**config.mk**
```make
export PLATFORM = sky130hd
export DESIGN_NAME = pipe_hazard_ctrl
export DESIGN_NICKNAME = d
export VERILOG_FILES = /design/src/rtl/pipe_hazard_ctrl.sv
export SDC_FILE = /design/constraint.sdc
export NUM_CORES = 1
export LEC_CHECK = 0
export ABC_AREA = 1
export ABC_CLOCK_PERIOD_IN_PS = 2000
export CAP_MARGIN = 20
export CORE_MARGIN = 5
export CORE_UTILIZATION = 50
export CTS_CLUSTER_DIAMETER = 60
export DETAILED_ROUTE_END_ITERATION = 12
export PLACE_DENSITY = 0.88
export SYNTH_ARGS = -nofsm -noshare
export SYNTH_HDL_FRONTEND = slang
export SYNTH_SLANG_ARGS = --single-unit
```
**constraint.sdc**
```tcl
create_clock -name clk -period 2 [get_ports clk]
set_clock_uncertainty 0.2 [all_clocks]
set_input_delay 0.4 -clock clk [delete_from_list [all_inputs] [get_ports clk]]
set_output_delay 0.4 -clock clk [all_outputs]
set_load 0.05 [all_outputs]
```
**src/rtl/pipe_hazard_ctrl.sv**
```systemverilog
// Hazard/forwarding controller beside ID: shift-register scoreboard of in-flight
// writers, load-use/RAW stall, branch flush, operand forward selects, perf counters.
module pipe_hazard_ctrl #(
  parameter int REG_AW     = 5,
  parameter int NUM_STAGES = 3,
  parameter int FWD_EN     = 1,
  parameter int RF_BYPASS  = 1,
  parameter int CNT_W      = 16,
  parameter int SEL_W      = $clog2(NUM_STAGES + 1)
) (
  input  logic              clk,
  input  logic              rst,
  input  logic              id_valid,
  input  logic [REG_AW-1:0] id_src1,
  input  logic [REG_AW-1:0] id_src2,
  input  logic              id_use1,
  input  logic              id_use2,
  input  logic [REG_AW-1:0] id_dest,
  input  logic              id_wb_en,
  input  logic              id_mem_r_en,
  input  logic              br_taken,
  output logic              stall,
  output logic              id_bubble,
  output logic              flush,
  output logic [SEL_W-1:0]  fwd1_sel,
  output logic [SEL_W-1:0]  fwd2_sel,
  output logic [CNT_W-1:0]  stall_cnt,
  output logic [CNT_W-1:0]  flush_cnt
);

  // With a bypassing register file the oldest entry is already visible to ID.
  localparam int NUM_RANGE = (RF_BYPASS != 0) ? NUM_STAGES - 1 : NUM_STAGES;

  logic [NUM_STAGES-1:0] valid_q, valid_d;
  logic [NUM_STAGES-1:0] wb_q, wb_d;
  logic [NUM_STAGES-1:0] mr_q, mr_d;
  logic [REG_AW-1:0]     dest_q [NUM_STAGES];
  logic [REG_AW-1:0]     dest_d [NUM_STAGES];
  logic [CNT_W-1:0]      stall_cnt_q, stall_cnt_d;
  logic [CNT_W-1:0]      flush_cnt_q, flush_cnt_d;
  logic [NUM_STAGES-1:0] hit1, hit2;

  always_comb begin
    hit1 = '0;
    hit2 = '0;
    for (int i = 0; i < NUM_STAGES; i++) begin
      if (i < NUM_RANGE) begin
        hit1[i] = id_use1 & valid_q[i] & wb_q[i] & (dest_q[i] == id_src1) & (id_src1 != '0);
        hit2[i] = id_use2 & valid_q[i] & wb_q[i] & (dest_q[i] == id_src2) & (id_src2 != '0);
      end
    end
  end

  always_comb begin
    stall    = 1'b0;
    fwd1_sel = '0;
    fwd2_sel = '0;
    if (FWD_EN != 0) begin
      stall = id_valid & (hit1[0] | hit2[0]) & mr_q[0];
      // Walk oldest to youngest so the youngest usable writer wins.
      for (int k = NUM_STAGES - 1; k >= 0; k--) begin
        if (hit1[k] && !(k == 0 && mr_q[k])) fwd1_sel = SEL_W'(k + 1);
        if (hit2[k] && !(k == 0 && mr_q[k])) fwd2_sel = SEL_W'(k + 1);
      end
    end else begin
      stall = id_valid & (|(hit1 | hit2));
    end
  end

  assign id_bubble = stall;
  assign flush     = br_taken & id_valid & ~stall;
  assign stall_cnt = stall_cnt_q;
  assign flush_cnt = flush_cnt_q;

  always_comb begin
    valid_d    = '0;
    wb_d       = '0;
    mr_d       = '0;
    dest_d[0]  = '0;
    valid_d[0] = id_valid & ~stall;
    if (!stall) begin
      dest_d[0] = id_dest;
      wb_d[0]   = id_wb_en;
      mr_d[0]   = id_mem_r_en;
    end
    for (int i = 1; i < NUM_STAGES; i++) begin
      valid_d[i] = valid_q[i-1];
      wb_d[i]    = wb_q[i-1];
      mr_d[i]    = mr_q[i-1];
      dest_d[i]  = dest_q[i-1];
    end
    stall_cnt_d = stall_cnt_q;
    flush_cnt_d = flush_cnt_q;
    if (stall && stall_cnt_q != '1) stall_cnt_d = stall_cnt_q + 1'b1;
    if (flush && flush_cnt_q != '1) flush_cnt_d = flush_cnt_q + 1'b1;
  end

  always_ff @(posedge clk or posedge rst) begin
    if (rst) begin
      valid_q     <= '0;
      wb_q        <= '0;
      mr_q        <= '0;
      stall_cnt_q <= '0;
      flush_cnt_q <= '0;
      for (int i = 0; i < NUM_STAGES; i++) dest_q[i] <= '0;
    end else begin
      valid_q     <= valid_d;
      wb_q        <= wb_d;
      mr_q        <= mr_d;
      stall_cnt_q <= stall_cnt_d;
      flush_cnt_q <= flush_cnt_d;
      for (int i = 0; i < NUM_STAGES; i++) dest_q[i] <= dest_d[i];
    end
  end

endmodule

```
Word-level counts from Yosys, hierarchy flattened --
Cells that the tools add are included.
Operators by class: add/sub/neg operators 2, reduce and logical (&&, ||, !) cells 7, eq/ne operators 6, bitwise logic cells 23, multiplexer cells 7
Operators by type and width (number):
- $add 16x1->16 const B | 2
- $ne 16x16->1 const B | 2
- $and 1x1->1 | 21
- $eq 5x5->1 | 4
- $reduce_bool 5->1 | 2
- $mux 2 | 4
- $mux 5 | 1
- $logic_and 1x1->1 | 4
- $mux 1 | 2
- $logic_not 1->1 | 1
- $not 1->1 | 1
- $or 1x1->1 | 1
Word-level totals: register bits 47

Logic depth before layout (Yosys ltp) --
Gate-level depths: netlist of the first run.
depth in word-level cells 10, mapped depth 13, mapped depth without buffers 12

Worst setup path after synthesis of the first run --
Ideal clock, no wire load.
kind input to output, start point in id_src1[2], end point out fwd1_sel[1], arrival 2.548 ns, stages on the path 7, slack -1.148 ns, data required time 1.400 ns, cells stage by stage nor2_1 nand2_1 nor2_1 nor2_1 nand2_1 nor2_1 nor4_1
On the way: cells in the longest elaborated chain, start to end 5, elaborated cells on any way between the ends 10
Ends and longest elaborated chain:
- start: declaration | line 14 | input logic [REG_AW-1:0] id_src1,
- $eq 5x5->1 | line 48 | hit1[i] = id_use1 & valid_q[i] & wb_q[i] & (dest_q[i] == id_src1) & (id_src1 != '0);
- $and 1x1->1 (2 in series) | line 48
- $mux 2 or $logic_and 1x1->1 (tied branches) | line 62 | if (hit1[k] && !(k == 0 && mr_q[k])) fwd1_sel = SEL_W'(k + 1);
- $mux 2 (*) | line 62
- end: declaration | line 25 | output logic [SEL_W-1:0] fwd1_sel,
Mark *: on every way between the ends. The rest lies on a longest branch, timed or not.

Worst setup path after layout of the first run --
start point reg dest_q (netlist bit dest_d[7]), end point out flush
On the way: cells in the longest elaborated chain, start to end 8, elaborated cells on any way between the ends 11
Ends and longest elaborated chain:
- start: declaration | line 37 | logic [REG_AW-1:0] dest_q [NUM_STAGES];
- $eq 5x5->1 (on tied branches) | line 48, 49
- $and 1x1->1 (on tied branches) (2 in series) | line 48, 49
- $or 1x1->1 (*) | line 59 | stall = id_valid & (hit1[0] | hit2[0]) & mr_q[0];
- $and 1x1->1 (*) (2 in series) | line 59
- $not 1->1 (*) | line 71 | assign flush = br_taken & id_valid & ~stall;
- $and 1x1->1 (*) | line 71
- end: declaration | line 24 | output logic flush,
Marks and branches as above.

==> results of run 1 <==
-- power by group --
group,switching [mW],internal [mW]
Sequential,0.0729,1.01
Combinational,0.326,0.195
Clock,0.329,0.499
-- metal layers --
metal | global-route usage | up-vias | share of wire
li1 | - | 1439 | -
met1 | 0.2488 | 1397 | 0.40
met2 | 0.3816 | 103 | 0.53
met3 | 0.03517 | 14 | 0.052
met4 | 0.05382 | 0 | 0.018
met5 | 0 | - | 0
-- flip-flops by register name (all words and copies together), names as in the netlist --
| name | count |
|---|---|
| dest_d | 10 |
| valid_q | 2 |
| mr_q | 1 |
| wb_q | 2 |
| flush_cnt | 16 |
| stall_cnt | 16 |
-- cells in the final DEF, fill, tap and decap left out, types with 11 or more instances in the layout --
cell type / n
nand3_1: 16
inv_1: 62
buf_12: 11
dfrtp_1: 42
nand4_1: 27
nor2_1: 30
xor2_1: 13
nand2_1: 131
buf_4: 52
nand3_2: 14
-- through the flow --
stage | utilization | hold WS (ns)
final | 0.7173 | 0.2039
after global placement | 0.6599 | 0.1576
after CTS | 0.6883 | 0.1838
after floorplan | - | 0.1535
after global routing | 0.7173 | 0.2376
after detailed placement | 0.6599 | 0.1633
-- worst max-delay path: stages, from the launching register on --
cell,delay (ns)
dfrtp_1,0.41
inv_1,0.09
nand2_1,0.09
nand2_1,0.06
inv_1,0.04
nand2_1,0.05
nor2_2,0.11
nand2_2,0.09
nand2_4,0.11
nand2_8,0.08
inv_16,0.07
nor2_4,0.03
buf_12,0.14
-- cell families after synthesis --
kind of cell | Yosys count | share of synthesized area
and+or+nand+nor | 254 | 0.3986
buffers and inverters | 76 | 0.1150
DFF | 47 | 0.3990
xor gates and xnor gates | 24 | 0.07131
AOI/OAI and AO/OA | 4 | 0.007640
adders and majority gates | 2 | 0.008488
-- final timing paths --
check / from / to / slack [ns]
setup / recovery: dest_d[7]$_DFF_PP0_ / flush / -0.29
setup reg to reg: dest_d[7]$_DFF_PP0_ / stall_cnt[15]$_DFFE_PP0P_ / -0.06
min in group asynchronous: rst / wb_q[0]$_DFF_PP0_ / 0.26
max in group asynchronous: rst / stall_cnt[1]$_DFFE_PP0P_ / 1.09
hold / removal: valid_q[0]$_DFF_PP0_ / valid_q[1]$_DFF_PP0_ / 0.20
hold reg to reg: valid_q[0]$_DFF_PP0_ / valid_q[1]$_DFF_PP0_ / 0.20
-- what timing repair did --
| action | 4_1_cts | 5_1_grt |
|---|---|---|
| endpoints found under the setup margin | 38 | 39 |
| hold endpoints to repair | 0 | 0 |
| gates cloned | 0 | 2 |
| resized for setup | 27 | 26 |
| buffers inserted | 3 | 2 |
| pin swaps | 18 | 18 |
-- cell type report --
class                   count  area (sq um)
multi-input cells         284          1587
clock buffers               5         68.82
well taps                  75         93.84
repair buffers             89         900.9
inverters                  68         271.5
clock inverters             3         67.56
fillers                   433          1644
flip-flops and latches     47          1182
==> results.cfg, run 1 <==
[global_route]
grt_usage = 0.2078
grt_first_pass_wirelength_um = 12720
grt_pass1_vias = 2838
grt_max_degree = 48
overflow = 0
antenna_found_initial = 0

[floorplanning]
fp.dieW_um = 86.79
die_area_sq_um = 7532
fp.dieH_um = 86.79
start_util = 0.5069
coreArea_sq_um = 5816
ioPinCount = 62
rows = 28

[synthesis]
syn_inst = 407
yosysTopAreaCell = dfrtp_1
synth_nets = 432
yosysTopAreaCellShare = 0.3990
netlist_area_sq_um = 2948
ys_seq_area_frac = 0.3990
synth.area.top_cells = dfrtp_1 40%, nand2_1 17%, inv_1 8.3%
synth_edf_count = 0
synthTopCellsByCount = 134 x nand2_1, 65 x inv_1, 47 x dfrtp_1
synthFlopType = dfrtp_1
synth_seq_cells = 47
yosysMostFrequentCell = nand2_1
synthDistinctLibCells = 27
async_reset_ff_frac = 1.000
yosysWarnings = 0
synth.avg_cell_area_sq_um = 7.243

[cells_and_area]
drive_gt1_frac = 0.2762
syn_to_final_growth_pct = 41.51
design_area_sq_um = 4172
final_cells = 571
nNetsFinal = 520
diodes = 0

[clock_tree]
cts_inserted_buffers = 5
htree_levels = 2
clock_path_buffers = 2
clock-sinks = 47
cts_hold_buffers = 0
worst_skew_pair.late_latency_ns = 0.30
cts.clk_slew.worst_paths_ns = 0.09
cts_root_buf = clkbuf_8
cts_tree = done

[route]
dr.pass1.iters = 5
drc_errors = 0
wl_per_cell_um = 13.79
num_vias = 2953
drt_iter0_drc = 210
avgViaCountPerCell = 5.172
antenna_left = 0
routed_wl_um = 7876

[sta]
setup_viol = 16
rsz0062_at_grt = yes
max_freq_mhz = 437.2
drv_slew = 0
timing.slew.headroom = 0.7552
tightest_slew_ns = 0.3645
fin_ws_ns = -0.2873
hold_violations = 0
layout_min_cycle_time_ns = 2.287
period_share = 1.144
tns_ns = -1.960

[worst_setup_path]
required_ns = 1.40
worstPathMaxFanout = 4
critPathLaunchType = flop
crit_type = reg2out
critPathCaptureType = primary output
arrival_ns = 1.69
r2r_cells = 14

[job]
max_cap_viol_count = 0

[placement]
portBuffers = 61
place_ws_ns = -0.5683
gp_congestion = 0.8771
hpwl_um = 5439
placed_cell_area_sq_um = 3837
placed_cells = 557

[power_and_ir_drop]
power_mw = 2.431
ir_worst_vdd_mv = 0.5384
powerDensity_nw_per_um2 = 582.8
power.leakage_nw = 2.101

[min_path]
hold_path_depth = 0
hold_class = reg2reg

[status]
status = finished, violations left
violations = negative setup slack
Note: power is estimated with default switching activity, not from simulation.
==> run 2: changes to the inputs <==
Settings changed: SKIP_CTS_REPAIR_TIMING set to 1.
==> results.cfg, run 2 (synthesis results as in run 1) <==
[min_path]
hold_path_depth = 0
hold_end = valid_q[1]$_DFF_PP0_
hold_class = reg2reg
min_from = valid_q[0]$_DFF_PP0_

[floorplanning]
die_area_sq_um = 7532
fp.dieH_um = 86.79
rows = 28
ioPinCount = 62
fp.dieW_um = 86.79
start_util = 0.5069
coreArea_sq_um = 5816

[worst_setup_path]
r2r-start = dest_d[5]$_DFF_PP0_
critPathLaunchType = flop
worstPathMaxFanout = 4
cp_slowest_stage_delay_ns = 0.41
crit_type = reg2out
arrival_ns = 1.69
cp_slowest_cell = dfrtp_1
r2r_slack_ns = 0.06
r2r_cells = 12
r2r_end = stall_cnt[15]$_DFFE_PP0P_
critPathCaptureType = primary output
required_ns = 1.40
crit_chain = inv_1 > nand2_1 > nand3_1 > nor2_1 > nand2_2 > nor2_4 > nor4_4 > buf_12

[sta]
timing.slew.headroom = 0.7523
fin_ws_ns = -0.2904
drv_slew = 0
layout_min_cycle_time_ns = 2.290
tightest_slew_ns = 0.3688
max_freq_mhz = 436.6
setup_viol = 7
period_share = 1.145
hold_violations = 0
rsz0062_at_grt = yes

[global_route]
overflow = 0
grt_pass1_vias = 2804
grt_max_degree = 48
grt_first_pass_wirelength_um = 12300
grt_usage = 0.2004
antenna_found_initial = 0

[clock_tree]
htree_levels = 2
cts_tree = done
cts_inserted_buffers = 5
cts.clk_slew.worst_paths_ns = 0.09
cts_root_buf = clkbuf_8
worst_skew_pair.late_latency_ns = 0.30
clock-sinks = 47
clock_path_buffers = 2

[status]
status = finished, violations left
violations = negative setup slack

[route]
antenna_left = 0
num_vias = 2913
dr.pass1.iters = 4
avgViaCountPerCell = 5.120
wl_per_cell_um = 13.22
routed_wl_um = 7521
drc_errors = 0
drt_iter0_drc = 210

[placement]
placed_cells = 557
portBuffers = 61
gp_congestion = 0.8771
hpwl_um = 5439
place_ws_ns = -0.5683

[cells_and_area]
post-route-util = 0.7078
syn_to_final_growth_pct = 39.64
final_cell_mix = 132 x nand2_1, 62 x inv_1, 52 x buf_4
diodes = 0
mostFrequentLayoutCell = nand2_1
final_cells = 569
drive_gt1_frac = 0.2530
nNetsFinal = 518

[power_and_ir_drop]
powerDensity_nw_per_um2 = 590.8
power.leakage_nw = 2.146
ir_worst_vdd_mv = 0.5397

[job]
max_cap_viol_count = 0
[run 2: cell count changes in the layout (fill, tap and decap cells not counted), moves of 3 or more]
cell / before / now
clkdlybuf4s15_2: 5 / 0
dlygate4sd2_1: 6 / 0
nand3_1: 16 / 19
nand3_2: 14 / 11
dlymetal6s2s_1: 0 / 12
[run 2: routing by layer]
layer / vias to the layer above / track usage / routed length, um
li1: 1435 / - / -
met5: - / 0 / 0
met4: 0 / 0.05382 / 83
met1: 1380 / 0.2374 / 3088
met3: 10 / 0.03517 / 356
met2: 88 / 0.3692 / 3992
[run 2: how the worst max path moves through the flow]
stage,to,startpoint,slack [ns]
after detailed placement,fwd1_sel[1],id_src1[0],-0.57
after global placement,fwd1_sel[1],id_src1[0],-0.49
after floorplan,fwd1_sel[1],id_src1[0],-0.22
final,fwd1_sel[1],dest_d[9]$_DFF_PP0_,-0.29
after CTS,fwd1_sel[1],id_src1[0],-0.58
after global routing,flush,dest_d[5]$_DFF_PP0_,-0.40
[run 2: worst max-delay path, delay by kind of cell, from the launching register on]
kind	cells	cell delay (ns)
AND/OR/NAND/NOR	6	0.71
flip-flops	1	0.41
buffers and inverters	2	0.27
[run 2: layout make-up]
type                            count  area, sq um
Sequential cell                    47         1184
Inverter                           68        271.5
Clock buffer                        5        68.82
Tap cell                           75        93.84
Fill cell                         436         1699
Clock inverter                      3        67.56
Multi-Input combinational cell    284         1556
Timing Repair Buffer               87        874.6
[run 2: report_power, final]
part / leakage (nW) / total [mW] / switching [mW] / internal (mW)
Clock: 0.0644 / 0.820 / 0.322 / 0.498
Sequential: 0.604 / 1.08 / 0.0706 / 1.01
Combinational: 1.48 / 0.529 / 0.324 / 0.205
Total: 2.15 / 2.43 / 0.717 / 1.72
[run 2: per-stage QoR]
stage | hold WS [ns] | instance area, sq um | power [mW] | TNS (ns)
finish | 0.1827 | 4116 | 2.432 | -1.705
global route | 0.2122 | 4116 | 2.551 | -3.944
CTS | 0.1838 | 3974 | 2.423 | -7.716
detailed placement | 0.1633 | 3837 | 1.601 | -19.47
global placement | 0.1576 | 3837 | 1.585 | -15.99
floorplan | 0.1535 | 3034 | 1.399 | -0.5168
==> run 3: changes to the inputs <==
Settings changed: DONT_BUFFER_PORTS set to 1, PLACE_DENSITY 0.88 to 0.74.
==> results.cfg, run 3 (synthesis results as in run 1) <==
[sta]
rsz0062_at_grt = yes
setup_viol = 7
layout_min_cycle_time_ns = 2.310
fin_ws_ns = -0.3102
drv_slew = 0
max_freq_mhz = 432.9
period_share = 1.155
tightest_slew_ns = 0.4062
tns_ns = -1.779
timing.slew.headroom = 0.7271
whs_ns = 0.1812
hold_violations = 0

[route]
antenna_left = 0
drc_errors = 0
drt_iter0_drc = 123
wl_per_cell_um = 13.20
avgViaCountPerCell = 5.097
dr.pass1.iters = 4
num_vias = 2737
routed_wl_um = 7089

[worst_setup_path]
r2r-start = dest_d[7]$_DFF_PP0_
cp_slowest_cell = dfrtp_1
required_ns = 1.40
crit_chain = inv_2 > nand2_2 > nand2_2 > nand2_2 > nor2_2 > nand2_2 > nor2_4 > nor4_4 > buf_12
worstPathMaxFanout = 4
r2r_cells = 12
critPathLaunchType = flop
crit_type = reg2out
endpoint = fwd1_sel[1]
crit_top_cell = nand2_2
critPathCaptureType = primary output
crit_cells = 9
cp-startpoint = dest_d[7]$_DFF_PP0_
worst-path-buf-inv = 2
cp_slowest_stage_delay_ns = 0.45
arrival_ns = 1.71
timing.critical_path.max_delay_family = simple AND/OR/NAND/NOR gates
r2r_end = stall_cnt[7]$_DFFE_PP0P_
r2r_slack_ns = 0.04

[job]
max_cap_viol_count = 0

[power_and_ir_drop]
ir_worst_vdd_mv = 0.4795
power_mw = 2.231
powerDensity_nw_per_um2 = 603.9
power.leakage_nw = 1.878

[clock_tree]
clock-sinks = 47
cts_tree = done
cts_inserted_buffers = 5
clock_path_buffers = 2
worst_skew_pair.late_latency_ns = 0.30
cts_root_buf = clkbuf_8
htree_levels = 2
cts.clk_slew.worst_paths_ns = 0.09

[floorplanning]
fp.dieH_um = 86.79
die_area_sq_um = 7532
start_util = 0.5069
rows = 28
coreArea_sq_um = 5816
fp.dieW_um = 86.79
ioPinCount = 62

[cells_and_area]
diodes = 0
nNetsFinal = 487
design_area_sq_um = 3695
post-route-util = 0.6353
mostFrequentLayoutCell = nand2_1
final_cell_mix = 130 x nand2_1, 61 x inv_1, 42 x dfrtp_1
syn_to_final_growth_pct = 25.34
final_cells = 537
drive_gt1_frac = 0.2186

[status]
status = finished, violations left
violations = negative setup slack

[placement]
placed_cell_area_sq_um = 3442
place_ws_ns = 0.004809
gp_congestion = 0.8481
portBuffers = 0
hpwl_um = 5208
placed_cells = 520

[min_path]
min_from = valid_q[0]$_DFF_PP0_
hold_class = reg2reg

[global_route]
grt_pass1_vias = 2736
grt_first_pass_wirelength_um = 11670
overflow = 0
antenna_found_initial = 0
grt_max_degree = 32
grt_usage = 0.1898
==> run 3: cell count changes in the layout (fill, tap and decap cells not counted), moves of 2 or more <==
cell	change
buf_12	-6
buf_4	-12
clkdlybuf4s50_1	-10
dlygate4sd3_1	+9
dlymetal6s2s_1	-12
nand2_1	-2
nand2_2	+2
nand3_1	+6
nand3_2	-6
==> run 3: worst min path at each step <==
| stage | depth (start not counted) | to | slack, ns |
|---|---|---|---|
| 2_1_floorplan | 0 | wb_q[1]$_DFF_PP0_ | 0.15 |
| 3_3_place_gp | 1 | flush_cnt[2]$_DFFE_PP0P_ | 0.1 |
| 3_5_place_dp | 1 | flush_cnt[2]$_DFFE_PP0P_ | 0.1 |
| 4_1_cts | 1 | flush_cnt[7]$_DFFE_PP0P_ | -0.24 |
| 5_1_grt | 0 | valid_q[1]$_DFF_PP0_ | 0.20 |
| 6_report | 0 | valid_q[1]$_DFF_PP0_ | 0.18 |
==> run 3: metal layers <==
layer | vias to the layer above | global-route usage | share of wire
li1 | 1378 | - | -
met1 | 1277 | 0.2240 | 0.41
met2 | 71 | 0.3368 | 0.51
met3 | 11 | 0.04373 | 0.059
met4 | 0 | 0.06374 | 0.018
met5 | - | 0 | 0
==> run 3: final cells by class <==
| type | instances | area (sq um) |
|---|---|---|
| flip-flops and latches | 47 | 1182 |
| clock inverters | 2 | 37.54 |
| clock buffers | 5 | 68.82 |
| multi-input cells | 284 | 1520 |
| inverters | 68 | 271.5 |
| repair buffers | 56 | 520.5 |
| well taps | 75 | 93.84 |
| fillers | 500 | 2121 |
==> run 3: report_power, final <==
group | total, mW | internal, mW | switching [mW]
logic | 0.469 | 0.155 | 0.314
clock network | 0.692 | 0.366 | 0.326
registers | 1.07 | 1.01 | 0.0599
